==> src/rtl/gpio_pkg.sv <==
// Shared constants and types for the GPIO input conditioner.
package gpio_pkg;

  localparam int GPIO_IN_WIDTH    = 16;
  localparam int DEBOUNCE_DEFAULT = 4;

  // One captured change of the debounced word.
  typedef struct packed {
    logic [GPIO_IN_WIDTH-1:0] data;
    logic [GPIO_IN_WIDTH-1:0] mask;
  } gpio_evt_t;

  // Debounce counter width: clog2(cycles), never narrower than one bit.
  function automatic int cnt_width(input int cycles);
    return (cycles <= 2) ? 1 : $clog2(cycles);
  endfunction

endpackage

==> src/rtl/gpio_debounce_bit.sv <==
// One GPIO input bit: two-flop synchroniser, debounce counter, clean level
// and one-cycle rise/fall pulses. Exposes this edge's update and next clean
// value so the parent can build events on the same edge the level changes.
module gpio_debounce_bit
  import gpio_pkg::*;
#(
  parameter int DEBOUNCE_CYCLES = DEBOUNCE_DEFAULT
) (
  input  logic clk_i,
  input  logic rst_ni,
  input  logic pin_i,
  output logic clean_o,
  output logic rise_o,
  output logic fall_o,
  output logic update_o,
  output logic clean_next_o
);

  localparam int CW = cnt_width(DEBOUNCE_CYCLES);
  localparam logic [CW-1:0] CNT_MAX  = CW'(DEBOUNCE_CYCLES - 1);
  localparam logic [CW-1:0] CNT_ZERO = {CW{1'b0}};
  localparam logic [CW-1:0] CNT_ONE  = CW'(1);

  logic          s1_q;
  logic          s2_q;
  logic          clean_q, clean_d;
  logic          rise_q, rise_d;
  logic          fall_q, fall_d;
  logic [CW-1:0] cnt_q, cnt_d;
  logic          update_s;

  // Next-state: count consecutive samples that disagree with the clean level.
  always_comb begin
    update_s = 1'b0;
    cnt_d    = cnt_q;
    clean_d  = clean_q;
    rise_d   = 1'b0;
    fall_d   = 1'b0;
    if (s2_q != clean_q) begin
      if (cnt_q == CNT_MAX) begin
        update_s = 1'b1;
        clean_d  = s2_q;
        cnt_d    = CNT_ZERO;
        rise_d   = s2_q;
        fall_d   = ~s2_q;
      end else begin
        cnt_d = cnt_q + CNT_ONE;
      end
    end else begin
      cnt_d = CNT_ZERO;
    end
  end

  // State registers: synchroniser, counter, clean level and edge pulses.
  always_ff @(posedge clk_i or negedge rst_ni) begin
    if (!rst_ni) begin
      s1_q    <= 1'b0;
      s2_q    <= 1'b0;
      cnt_q   <= CNT_ZERO;
      clean_q <= 1'b0;
      rise_q  <= 1'b0;
      fall_q  <= 1'b0;
    end else begin
      s1_q    <= pin_i;
      s2_q    <= s1_q;
      cnt_q   <= cnt_d;
      clean_q <= clean_d;
      rise_q  <= rise_d;
      fall_q  <= fall_d;
    end
  end

  assign clean_o      = clean_q;
  assign rise_o       = rise_q;
  assign fall_o       = fall_q;
  assign update_o     = update_s;
  assign clean_next_o = clean_d;

endmodule

==> src/rtl/gpio_input_conditioner.sv <==
// Synchronises and debounces the GPIO header inputs, produces per-bit edge
// pulses and reports every change of the debounced word through a
// single-entry valid/ready event slot with a sticky overflow flag.
module gpio_input_conditioner
  import gpio_pkg::*;
#(
  parameter int WIDTH           = GPIO_IN_WIDTH,
  parameter int DEBOUNCE_CYCLES = DEBOUNCE_DEFAULT
) (
  input  logic             CLOCK_50,
  input  logic             Resetn,
  input  logic [WIDTH-1:0] gpio_in,
  output logic [WIDTH-1:0] clean,
  output logic [WIDTH-1:0] rise,
  output logic [WIDTH-1:0] fall,
  output logic             evt_valid,
  input  logic             evt_ready,
  output logic [WIDTH-1:0] evt_data,
  output logic [WIDTH-1:0] evt_mask,
  output logic             overflow,
  input  logic             ovf_clr
);

  logic [WIDTH-1:0] chg_s;
  logic [WIDTH-1:0] clean_next_s;
  logic             any_s;
  logic             drop_s;

  logic             evt_valid_q, evt_valid_d;
  logic [WIDTH-1:0] evt_data_q, evt_data_d;
  logic [WIDTH-1:0] evt_mask_q, evt_mask_d;
  logic             ovf_q, ovf_d;

  for (genvar i = 0; i < WIDTH; i++) begin : g_bit
    gpio_debounce_bit #(
      .DEBOUNCE_CYCLES(DEBOUNCE_CYCLES)
    ) u_bit (
      .clk_i        (CLOCK_50),
      .rst_ni       (Resetn),
      .pin_i        (gpio_in[i]),
      .clean_o      (clean[i]),
      .rise_o       (rise[i]),
      .fall_o       (fall[i]),
      .update_o     (chg_s[i]),
      .clean_next_o (clean_next_s[i])
    );
  end

  assign any_s  = |chg_s;
  assign drop_s = any_s & evt_valid_q & ~evt_ready;

  // Event slot next-state: load on change when free or draining, else drop.
  always_comb begin
    evt_valid_d = evt_valid_q;
    evt_data_d  = evt_data_q;
    evt_mask_d  = evt_mask_q;
    if (any_s) begin
      if (!evt_valid_q || evt_ready) begin
        evt_valid_d = 1'b1;
        evt_data_d  = clean_next_s;
        evt_mask_d  = chg_s;
      end else begin
        evt_valid_d = evt_valid_q;
      end
    end else if (evt_valid_q && evt_ready) begin
      evt_valid_d = 1'b0;
    end else begin
      evt_valid_d = evt_valid_q;
    end
  end

  // Sticky overflow: a drop wins over a concurrent clear.
  always_comb begin
    ovf_d = ovf_q;
    if (drop_s) begin
      ovf_d = 1'b1;
    end else if (ovf_clr) begin
      ovf_d = 1'b0;
    end else begin
      ovf_d = ovf_q;
    end
  end

  // Event slot and overflow registers.
  always_ff @(posedge CLOCK_50 or negedge Resetn) begin
    if (!Resetn) begin
      evt_valid_q <= 1'b0;
      evt_data_q  <= {WIDTH{1'b0}};
      evt_mask_q  <= {WIDTH{1'b0}};
      ovf_q       <= 1'b0;
    end else begin
      evt_valid_q <= evt_valid_d;
      evt_data_q  <= evt_data_d;
      evt_mask_q  <= evt_mask_d;
      ovf_q       <= ovf_d;
    end
  end

  assign evt_valid = evt_valid_q;
  assign evt_data  = evt_data_q;
  assign evt_mask  = evt_mask_q;
  assign overflow  = ovf_q;

endmodule
==> config.mk <==
export PLATFORM = sky130hd
export DESIGN_NAME = gpio_input_conditioner
export DESIGN_NICKNAME = d
export VERILOG_FILES = /design/src/rtl/gpio_pkg.sv /design/src/rtl/gpio_debounce_bit.sv /design/src/rtl/gpio_input_conditioner.sv
export SDC_FILE = /design/constraint.sdc
export NUM_CORES = 1
export LEC_CHECK = 0
export BUFFER_PORTS_ARGS = -buffer_cell sky130_fd_sc_hd__buf_4
export CORE_MARGIN = 2
export CORE_UTILIZATION = 50
export CTS_CLUSTER_SIZE = 30
export DETAILED_ROUTE_END_ITERATION = 12
export PLACE_DENSITY = 0.76
export SLEW_MARGIN = 20
export SYNTH_ARGS = -nofsm -noshare
export SYNTH_HDL_FRONTEND = slang
export SYNTH_SLANG_ARGS = --single-unit
==> constraint.sdc <==
create_clock -name CLOCK_50 -period 2.15 [get_ports CLOCK_50]
set_clock_uncertainty 0.2 [all_clocks]
set_input_delay 0.215 -clock CLOCK_50 [delete_from_list [all_inputs] [get_ports CLOCK_50]]
set_output_delay 0.215 -clock CLOCK_50 [all_outputs]
set_load 0.05 [all_outputs]
* After elaboration in Yosys (flattened, before gate mapping)
Cells that the tools add are included.
Word-level totals: register bits after elaboration 146, latch bits 0, RAM bits 0, ROM bits 0, input bits 20, output and inout bits 82, word-level logic and storage cells 341, memories kept 0
Operators by class: add/sub/neg operators 16, $mul 0, divide/modulo/power cells 0, $lt $le $gt $ge 0, equal/unequal tests 33, shift-type cells 0, multiplexer cells 165, bitwise logic cells 19, reduce and logical (&&, ||, !) cells 8
Operator list (count):
- $mux W1 | 133
- $mux W2 | 32
- $add A2 B1 Y2 const B | 16
- $eq A2 B2 Y1 const B | 16
- $not A1 Y1 | 17
- $ne A1 B1 Y1 | 16
- $reduce_or A16 Y1 | 1
- $reduce_and A2 Y1 | 2
- $reduce_bool A2 Y1 | 2
- $and A1 B1 Y1 | 2
- $ne A2 B1 Y1 const B | 1
- $logic_and A1 B1 Y1 | 1
- $logic_not A1 Y1 | 1
- $logic_or A1 B1 Y1 | 1

* Longest topological paths before layout
Gate-level depths: netlist (run 1).
word-level depth 7, mapped depth 7, depth with buffers taken out 6

* Hierarchy
Synthesis (run 1) repeated with hierarchy kept, for this count alone.
Second synthesis, totals: cells, all modules 368, area total of the unflattened synthesis 5599.1 um^2
By module, submodules not included:
- gpio_debounce_bit | times used 16, cells an instance 18, area each 260.2 um^2, sequential area each 175.2 um^2
- gpio_input_conditioner | times used 1, cells an instance 80, area each 1435.1 um^2, sequential area each 850.8 um^2

* Worst setup path after synthesis (run 1)
Ideal clock, no wire load.
kind register to register, start register g_bit[0].u_bit.clean_q, end register evt_data_q[0] (netlist: evt_data[0]), setup time 128 ps, data arrival time 1692 ps, data required time 1822 ps, setup slack 131 ps, stages on the path, launching flop included 8, buffers on the path 1, clock period less this slack 2019 ps, cells stage by stage dfrtp_1 -> xor2_1 -> nand2_1 -> and4_1 -> and4_4 -> a21oi_4 -> buf_6 -> mux2_1
On the way: longest elaborated chain between the ends 4, elaborated cells between the ends (all ways) 6, classes of those cells eq/ne: 1; mux: 3; reduce/logical: 2
RTL lines:
- from (decl) | line gpio_debounce_bit.sv:26 | logic clean_q, clean_d;
- from (signal assigned) | line gpio_debounce_bit.sv:67 | clean_q <= clean_d;
- $ne A1 B1 Y1 | line gpio_debounce_bit.sv:39 | if (s2_q != clean_q) begin
- $mux W1 | line gpio_debounce_bit.sv:39
- $reduce_or A16 Y1 | line gpio_input_conditioner.sv:49 | assign any_s = |chg_s;
- $reduce_and A2 Y1 (no line)
- to (signal assigned) | line gpio_input_conditioner.sv:88 | evt_data_q <= {WIDTH{1'b0}};
- to (signal assigned) | line gpio_input_conditioner.sv:93 | evt_data_q <= evt_data_d;
- to (decl) | line gpio_input_conditioner.sv:30 | logic [WIDTH-1:0] evt_data_q, evt_data_d;
Parallel ways exist; a longest one is shown, timed or not. A chain may end at the register's enable or synchronous reset.

* Worst setup path after layout (run 1)
start register g_bit[0].u_bit.s2_q, end register evt_data_q[9] (netlist: evt_data[9])
On the way: longest elaborated chain between the ends 4
RTL lines:
- from (decl) | line gpio_debounce_bit.sv:25 | logic s2_q;
- from (signal assigned) | line gpio_debounce_bit.sv:65 | s2_q <= s1_q;
- $ne A1 B1 Y1 | line gpio_debounce_bit.sv:39
- $mux W1 | line gpio_debounce_bit.sv:39
- $reduce_or A16 Y1 | line gpio_input_conditioner.sv:49
- $reduce_and A2 Y1 (no line)
No other way between the ends.

==> results of run 1 <==
-- synth_stat cells --
library cell and count:
dfrtp_1 146, buf_4 49, inv_1 31, nand2_1 31
nor3b_1 29, and2_1 16, ha_1 16, mux2i_1 16
xor2_1 16, mux2_1 14, nor2_1 13, o21ai_0 13
and3b_1 6, mux2_2 5, and4_1 4, buf_6 2
a21oi_4 1, and4_4 1, o22ai_1 1
-- power by group --
group	switching [uW]	total [uW]	leakage (uW)	internal, uW
logic	3010	5230	0.00160	2220
clock network	1070	3080	0.000302	2010
registers	475	3950	0.00187	3480
total	4550	12300	0.00377	7710
-- critical path: cells and delay by family, from the launching register on --
kind                      cells  cell delay [ps]
muxes                         1              340
AOI/OAI and AO/OA             1              170
and+or+nand+nor               3              520
xor gates and xnor gates      1              190
DFF                           1              430
buffers and inverters         1              180
-- cell type report --
| class | count | area [um^2] | area share |
|---|---|---|---|
| clock buffer | 24 | 480 | 0.0642 |
| multi-input combinational | 182 | 1500 | 0.201 |
| timing repair buffer | 174 | 1400 | 0.187 |
| clock inverter | 8 | 149 | 0.0199 |
| inverter | 31 | 116 | 0.0155 |
| sequential | 146 | 3660 | 0.489 |
| tap | 140 | 175 | 0.0234 |
-- registers in the layout, indices dropped and copies added (netlist names) --
name                 cells
evt_valid                1
g_bit.u_bit.s2_q        16
g_bit.u_bit.clean_o     16
g_bit.u_bit.rise_o      16
g_bit.u_bit.s1_q        16
g_bit.u_bit.cnt_q       32
evt_data                16
evt_mask                16
g_bit.u_bit.fall_o      16
overflow                 1
-- per-layer routing --
layer,GRT usage,vias to the layer above,wire length (um)
met2,0.298,99,5110
met1,0.235,1641,4530
met3,0.0806,14,768
met5,0,-,0
met4,0.0633,0,132
li1,-,1557,-
-- worst min-delay path by stage --
stage                startpoint                        to  slack (ps)  cells past startpoint
floorplan                Resetn               evt_data[0]        -280                      0
global placement         Resetn    g_bit[13].u_bit.rise_o         -10                      1
detailed placement       Resetn  g_bit[13].u_bit.cnt_q[1]          -8                      1
CTS                 gpio_in[13]      g_bit[13].u_bit.s1_q         110                      2
global route         gpio_in[6]       g_bit[6].u_bit.s1_q         120                      2
finish               gpio_in[4]       g_bit[4].u_bit.s1_q         140                      2
-- cells by family (layout without fill, tap and decap cells) --
family | Yosys count | after routing | share of synthesized area
flops | 146 | 146 | 0.659
simple gates | 100 | 100 | 0.105
buf+inv | 82 | 237 | 0.0914
mux | 35 | 35 | 0.0675
fa+ha+maj | 16 | 16 | 0.0361
xor+xnor | 16 | 16 | 0.0253
compound gates | 15 | 15 | 0.0158
-- metrics by stage --
step                      TNS (ps)  hold WS (ps)  instance area (um^2)
after floorplan                  0          -281                  5540
after global placement       -57.9         -13.9                  6390
after detailed placement      -668         -8.02                  6390
after CTS                        0           105                  7320
after global routing          -744           118                  7480
final                        -1.35           140                  7480
-- repair_timing --
action                                 4_1_cts  5_1_grt
setup buffers                                7        9
endpoints found under the hold margin      164        0
hold buffers                                21        0
gates resized for setup                      7       21
pin swaps                                    3        5
setup endpoints to repair                   25       27
==> reports/qor.txt, run 1 <==
CTS tree: done
1st-iter DRT viols: 118
Synth top area share: 0.659
Tmin final: 2150 ps
GRT overflow: 0
Core ar.: 10800 um^2
io pins: 102
Vias: 3311
Synth Warn #: 0
gpl congestion: 0.821
register area share after synthesis: 0.659
gr usage total: 0.188
leading post-synthesis cells by cell area: dfrtp_1 66%, buf_4 6.6%, nor3b_1 3.9%
failing checks: negative setup slack
slew margin rel.: 0.673
wire length per cell: 15.0 um
Die Span X: 109 um
share of layout cells above drive strength 1: 0.373
Worst Hold Class: in2reg
Peak VDD IR: 0.00149 V
H-tree depth: 4
Starting Density: 0.511
CP peak stage delay: 430 ps
Final HPWL DP: 7.07 mm
Yosys cell types: 19
Non-Filler Instances: 705
syn nets: 446
antenna cells: 0
Worst R2R Path Depth: 7
worst path cell trace: xor2_2 > nand2_1 > and4_1 > and4_4 > a21oi_4 > buf_6 > mux2_1
crit share post-route: 1.00
worst setup margin: -1.35 ps
Yosys reg bits: 146
CTS buffer count: 17
mapped cell area: 5540 um^2
pwr dens: 1640 nW/um^2
final setup vio count: 1
clock tree buffer depth: 2
vias in the first global route: 3497
RSZ-0062 raised after global routing: yes
initial antenna violation count: 0
Routed WL: 10.5 mm
Mapped Avg Cell Area: 13.5 um^2
most common cell after layout, fill and taps aside: buf_4
leading area contributor after synthesis: dfrtp_1
CP startpoint: g_bit[0].u_bit.s2_q
Die Y: 109 um
P&R area growth vs syn: 35.0%
PortBufs: 101
reg2reg start: g_bit[0].u_bit.s2_q
fmax: 465 MHz
run status: finished with violations
vias per inst: 4.70
fin nets: 588
MaxCap Viol Count: 0
Slew Viols, Final: 0
Tot Pwr: 12300 uW
Final ANT Viol Nets: 0
most frequent cells in the layout: 146 x buf_4, 143 x dfrtp_1, 31 x inv_1, 31 x nand2_1, 29 x nor3b_1
Leak: 0.00377 uW
global-route wire length before repair: 16.7 mm
Skew-Pair Late Insertion Delay: 520 ps
largest net degree at the start of global routing: 52
Worst EP arrival: 2350 ps
die footprint: 11900 um^2
share of the core filled with cells: 0.690
slowest CP cell: dfrtp_2
crit path to: evt_data[9]
crit start category: flop
setup slack at placement: -49.6 ps
CTS root buf: clkbuf_8
Critical R2R Capture: evt_data[9]
dpl cells: 636
Cells after Synth: 410
DR pass1 iterations: 6
CP Class: reg2reg
crit-path max FO: 8
Reg2Reg Setup Slack: -1 ps
Worst Tran Pin Value: 491 ps
Sink Count: 146
# rows: 38
final-layout fill cell count: 740
crit end category: flop
DRC Markers: 0
critical path required time: 2350 ps
Reg clk slew, reported paths: 60 ps
Final Hold Vio Count: 0
(Power assumes the default switching activity.)
==> run 2: changes to the inputs <==
--- a/config.mk
+++ b/config.mk
@@ -8,9 +8,11 @@
 export BUFFER_PORTS_ARGS = -buffer_cell sky130_fd_sc_hd__buf_4
 export CORE_MARGIN = 2
 export CORE_UTILIZATION = 50
+export CTS_BUF_LIST = sky130_fd_sc_hd__clkbuf_8 sky130_fd_sc_hd__clkbuf_16
 export CTS_CLUSTER_SIZE = 30
 export DETAILED_ROUTE_END_ITERATION = 12
-export PLACE_DENSITY = 0.76
+export GPL_TIMING_DRIVEN = 0
+export PLACE_DENSITY = 0.84
 export SLEW_MARGIN = 20
 export SYNTH_ARGS = -nofsm -noshare
 export SYNTH_HDL_FRONTEND = slang
==> run 2 against run 1 <==
The flow still finishes with violations (negative setup slack). Flip-flop and latch count did not move. Die area unchanged. Clock power decreased by 18%. Combinational power grew 19%. Design area up 6.0%. Final cell count grew 7.2%. Critical path depth is 1 higher. Critical endpoint is now evt_data[14]. Highest routed layer unchanged.
==> reports/qor.txt, run 2 (synthesis gave the netlist of run 1 again) <==
Final Instance Area: 7930 um^2
1st-iter DRT viols: 119
initial antenna violation count: 0
Peak VDD IR: 0.00100 V
Max Used Layer: met4
Worst Tran Pin Value: 558 ps
share of layout cells above drive strength 1: 0.463
fmax: 423 MHz
Routed WL: 11.6 mm
CTS root buf: clkbuf_8
Post-DP Area: 6510 um^2
MaxCap Viol Count: 0
Worst Hold Class: in2async
Worst EP arrival: 2540 ps
slowest CP cell: dfrtp_1
Worst R2R Path Depth: 8
global-route wire length before repair: 18.1 mm
run status: finished with violations
Final ANT Viol Nets: 0
PortBufs: 101
gr usage total: 0.203
dpl cells: 652
Reg2Reg Setup Slack: -210 ps
vias per inst: 4.69
failing checks: negative setup slack
crit-path max FO: 8
crit share post-route: 1.10
WL met2: 6.36 mm
reg2reg start: g_bit[1].u_bit.s2_q
GRT overflow: 0
CP peak stage delay: 450 ps
Core ar.: 10800 um^2
wire length per cell: 15.3 um
critical path required time: 2330 ps
register area: 3660 um^2
Final Hold Vio Count: 0
final-layout fill cell count: 682
most common cell after layout, fill and taps aside: buf_4
CTS tree: done
CP most frequent cell: buf_12
Tmin final: 2360 ps
Reg clk slew, reported paths: 60 ps
Slew Viols, Final: 0
share of the core filled with cells: 0.732
fin nets: 642
crit end category: flop
DR pass1 iterations: 4
gpl congestion: 0.758
Met1 Wirelength: 4.51 mm
setup slack at placement: -211 ps
worst setup margin: -215 ps
most flop-heavy register: g_bit.u_bit.cnt_q
multi-input logic area: 1600 um^2
Skew-Pair Late Insertion Delay: 500 ps
max FFs per register: 32
CTS buffer count: 17
Sink Count: 146
Starting Density: 0.511
slew margin rel.: 0.628
io pins: 102
largest net degree at the start of global routing: 76
final setup vio count: 32
# rows: 38
antenna cells: 0
RSZ-0062 raised after global routing: yes
P&R area growth vs syn: 43.1%
Vias: 3547
clock tree buffer depth: 2
Critical R2R Capture: evt_data[14]
Die Y: 109 um
CP Class: reg2reg
Final HPWL DP: 6.58 mm
pwr dens: 1610 nW/um^2
Die Span X: 109 um
die footprint: 11900 um^2
vias in the first global route: 3858
Non-Filler Instances: 756
most frequent cells in the layout: 198 x buf_4, 142 x dfrtp_1, 35 x inv_1
Min Hold Slack: 85.0 ps
Leak: 0.00404 uW
H-tree depth: 4
worst path cell trace: xor2_2 > nand2_1 > and4_1 > and4_4 > a21oi_4 > buf_12 > buf_12 > mux2_4
met3 WL: 576 um
DRC Markers: 0
crit start category: flop
==> run 2: cell count changes in the layout (fill, tap and decap cells not counted), moves of 5 or more <==
cell	previous run	this run
buf_4	146	198
mux2_4	9	15
xor2_2	11	16
mux2_1	7	0
xor2_1	5	0
==> run 2: final cells by class <==
| class | count | area share |
|---|---|---|
| flip-flops and latches | 146 | 0.461 |
| multi-input cells | 182 | 0.201 |
| repair buffers | 177 | 0.184 |
| clock buffers | 18 | 0.0539 |
| plain buffers | 51 | 0.0530 |
| well taps | 140 | 0.0221 |
| inverters | 31 | 0.0147 |
| clock inverters | 11 | 0.00978 |
==> run 2: worst max-delay path, delay by kind of cell, from the launching register on <==
| kind | cells | cell delay [ps] |
|---|---|---|
| mux | 1 | 300 |
| flops | 1 | 450 |
| compound gates | 1 | 220 |
| buf+inv | 2 | 300 |
| xor+xnor | 1 | 220 |
| simple gates | 3 | 550 |
==> run 2: worst max-delay path by stage <==
stage	startpoint	end	slack [ps]	cells after the start
final	g_bit[1].u_bit.s2_q	evt_data[14]	-210	8
after detailed placement	g_bit[0].u_bit.clean_o	evt_data[6]	-210	7
after CTS	g_bit[14].u_bit.clean_o	evt_data[5]	-100	8
after floorplan	g_bit[0].u_bit.clean_o	evt_data[0]	130	7
after global routing	g_bit[1].u_bit.s2_q	evt_data[12]	-230	8
after global placement	g_bit[0].u_bit.clean_o	evt_data[7]	-110	7
==> run 2: routing by layer <==
layer  global-route usage  vias up
li1                     -     1662
met1                0.230     1774
met2                0.362      101
met3               0.0551       10
met4               0.0868        0
met5                    0        -
==> run 2: power breakdown <==
| part | switching (uW) | total (uW) | internal, uW |
|---|---|---|---|
| registers | 534 | 4020 | 3480 |
| clock network | 1010 | 2520 | 1510 |
| logic | 3300 | 6200 | 2900 |
==> run 2: metrics by stage <==
stage               setup TNS, ps  total power [uW]
global placement            -1440              8400
floorplan                       0              7260
CTS                         -1680             12400
global route                -6040             13400
detailed placement          -3280              8590
finish                      -5260             12700
==> run 2: timing repair <==
action                     in CTS  in global routing
gates cloned                    1                  1
resized for setup              33                 25
pin swaps                      23                  5
hold buffers                   19                  0
hold endpoints to repair      164                  0
setup buffers                  47                  9
setup endpoints to repair      30                 32
==> run 3: changes to the inputs <==
--- a/config.mk
+++ b/config.mk
@@ -11,7 +11,6 @@
 export CTS_BUF_LIST = sky130_fd_sc_hd__clkbuf_8 sky130_fd_sc_hd__clkbuf_16
 export CTS_CLUSTER_SIZE = 30
 export DETAILED_ROUTE_END_ITERATION = 12
-export GPL_TIMING_DRIVEN = 0
 export PLACE_DENSITY = 0.84
 export SLEW_MARGIN = 20
 export SYNTH_ARGS = -nofsm -noshare
==> run 3 against run 2 <==
Die area unchanged. Count of clock-buffer cells in the layout up 3. Flip-flop and latch count unchanged. Largest power group unchanged. Critical endpoint is now evt_mask[15]. The flow still finishes with violations (negative setup slack).
==> reports/qor.txt, run 3 (synthesis gave the netlist of run 1 again) <==
run status: finished with violations
failing checks: negative setup slack
Final HPWL DP: 7.05 mm
Met1 Wirelength: 4.43 mm
most common cell after layout, fill and taps aside: buf_4
1st-iter DRT viols: 137
Starting Density: 0.511
Top delay family on crit path: simple AND/OR/NAND/NOR gates
clock tree buffer depth: 2
global-route wire length before repair: 18.2 mm
Peak VDD IR: 0.000941 V
MaxCap Viol Count: 0
GRT overflow: 0
Leak: 0.00389 uW
die footprint: 11900 um^2
gpl congestion: 0.782
Post-DP Area: 6440 um^2
crit share post-route: 1.03
largest net degree at the start of global routing: 65
Levels on crit path: 9
CP most frequent cell: buf_12
Final ANT Viol Nets: 0
antenna cells: 0
Final Hold Vio Count: 0
gr usage total: 0.207
Non-Filler Instances: 725
crit-path max FO: 7
P&R area growth vs syn: 38.1%
slowest CP cell: dfrtp_1
CP peak stage delay: 410 ps
fmax: 450 MHz
share of the core filled with cells: 0.706
CTS root buf: clkbuf_8
Skew-Pair Late Insertion Delay: 530 ps
wire length per cell: 15.8 um
most frequent cells in the layout: 163 x buf_4, 146 x dfrtp_1, 36 x inv_1
worst setup margin: -71.5 ps
setup slack at placement: -83.4 ps
Sink Count: 146
final setup vio count: 19
Core ar.: 10800 um^2
Tmin final: 2220 ps
Setup TNS: -863 ps
Vias: 3467
CTS buffer count: 17
share of layout cells above drive strength 1: 0.405
WL met2: 6.13 mm
dpl cells: 641
vias per inst: 4.78
fin nets: 609
crit start category: flop
Die Y: 109 um
DRC Markers: 0
pwr dens: 1640 nW/um^2
H-tree depth: 4
Reg2Reg Setup Slack: -70 ps
vias in the first global route: 3800
io pins: 102
Worst R2R Path Depth: 9
# rows: 38
CP bufs+invs: 3
max FFs per register: 32
crit end category: flop
met3 WL: 675 um
Slew Viols, Final: 0
Worst Tran Pin Value: 578 ps
CTS tree: done
DR pass1 iterations: 4
CP Class: reg2reg
critical path required time: 2390 ps
Die Span X: 109 um
slew margin rel.: 0.615
Reg clk slew, reported paths: 60 ps
RSZ-0062 raised after global routing: yes
Worst EP arrival: 2460 ps
PortBufs: 101
most flop-heavy register: g_bit.u_bit.cnt_q
Routed WL: 11.5 mm
Worst Hold Class: in2async
initial antenna violation count: 0
worst path cell trace: xor2_2 > nand2_1 > and4_1 > and4_4 > a21oi_4 > buf_12 > buf_12 > buf_8 > mux2i_1
Max Used Layer: met4
Final Instance Area: 7660 um^2
==> run 3: per-layer routing <==
metal	up-vias	GRT usage
met4	0	0.0769
met1	1751	0.233
met3	21	0.0747
li1	1594	-
met2	101	0.363
met5	-	0
==> run 3: report_power, final <==
group	switching, uW	internal, uW
sequential	494	3480
clock	1020	1740
combinational	3220	2630
==> run 3: per-stage QoR <==
step | total power [uW] | hold slack [ps]
after CTS | 12500 | 43.6
after floorplan | 7260 | -281
final | 12600 | 38.9
after detailed placement | 8760 | 35.7
after global routing | 13200 | 73.6
after global placement | 8550 | 30.7
==> run 3: worst paths after layout <==
path	start	end
max reg2reg	g_bit[9].u_bit.clean_o	evt_mask[15]
min reg2reg	g_bit[9].u_bit.s1_q	g_bit[9].u_bit.s2_q
max	g_bit[9].u_bit.clean_o	evt_mask[15]
min	Resetn	evt_data[0]
max in group asynchronous	Resetn	evt_data[8]
min in group CLOCK_50	gpio_in[12]	g_bit[12].u_bit.s1_q
==> run 3: what timing repair did <==
action / 4_1_cts / 5_1_grt
gates cloned: 1 / 0
setup endpoints to repair: 21 / 32
pin swaps: 18 / 11
buffers inserted: 30 / 4
hold buffers: 19 / 0
gates resized for setup: 21 / 19
endpoints found under the hold margin: 164 / 0
==> run 3: worst reg2reg max path: cells and delay by family (launching register included) <==
family	cells	cell delay (ps)
AO/OA/AOI/OAI	1	160
XOR/XNOR	1	210
buffers and inverters	3	380
flip-flops	1	410
multiplexers	1	250
AND/OR/NAND/NOR	3	500
==> run 3: cell type report <==
class                   count  area (um^2)
clock inverters            10         93.8
multi-input cells         182         1550
repair buffers            195         1600
flip-flops and latches    146         3650
inverters                  31          116
well taps                 140          175
clock buffers              21          469
fillers                   706         3180
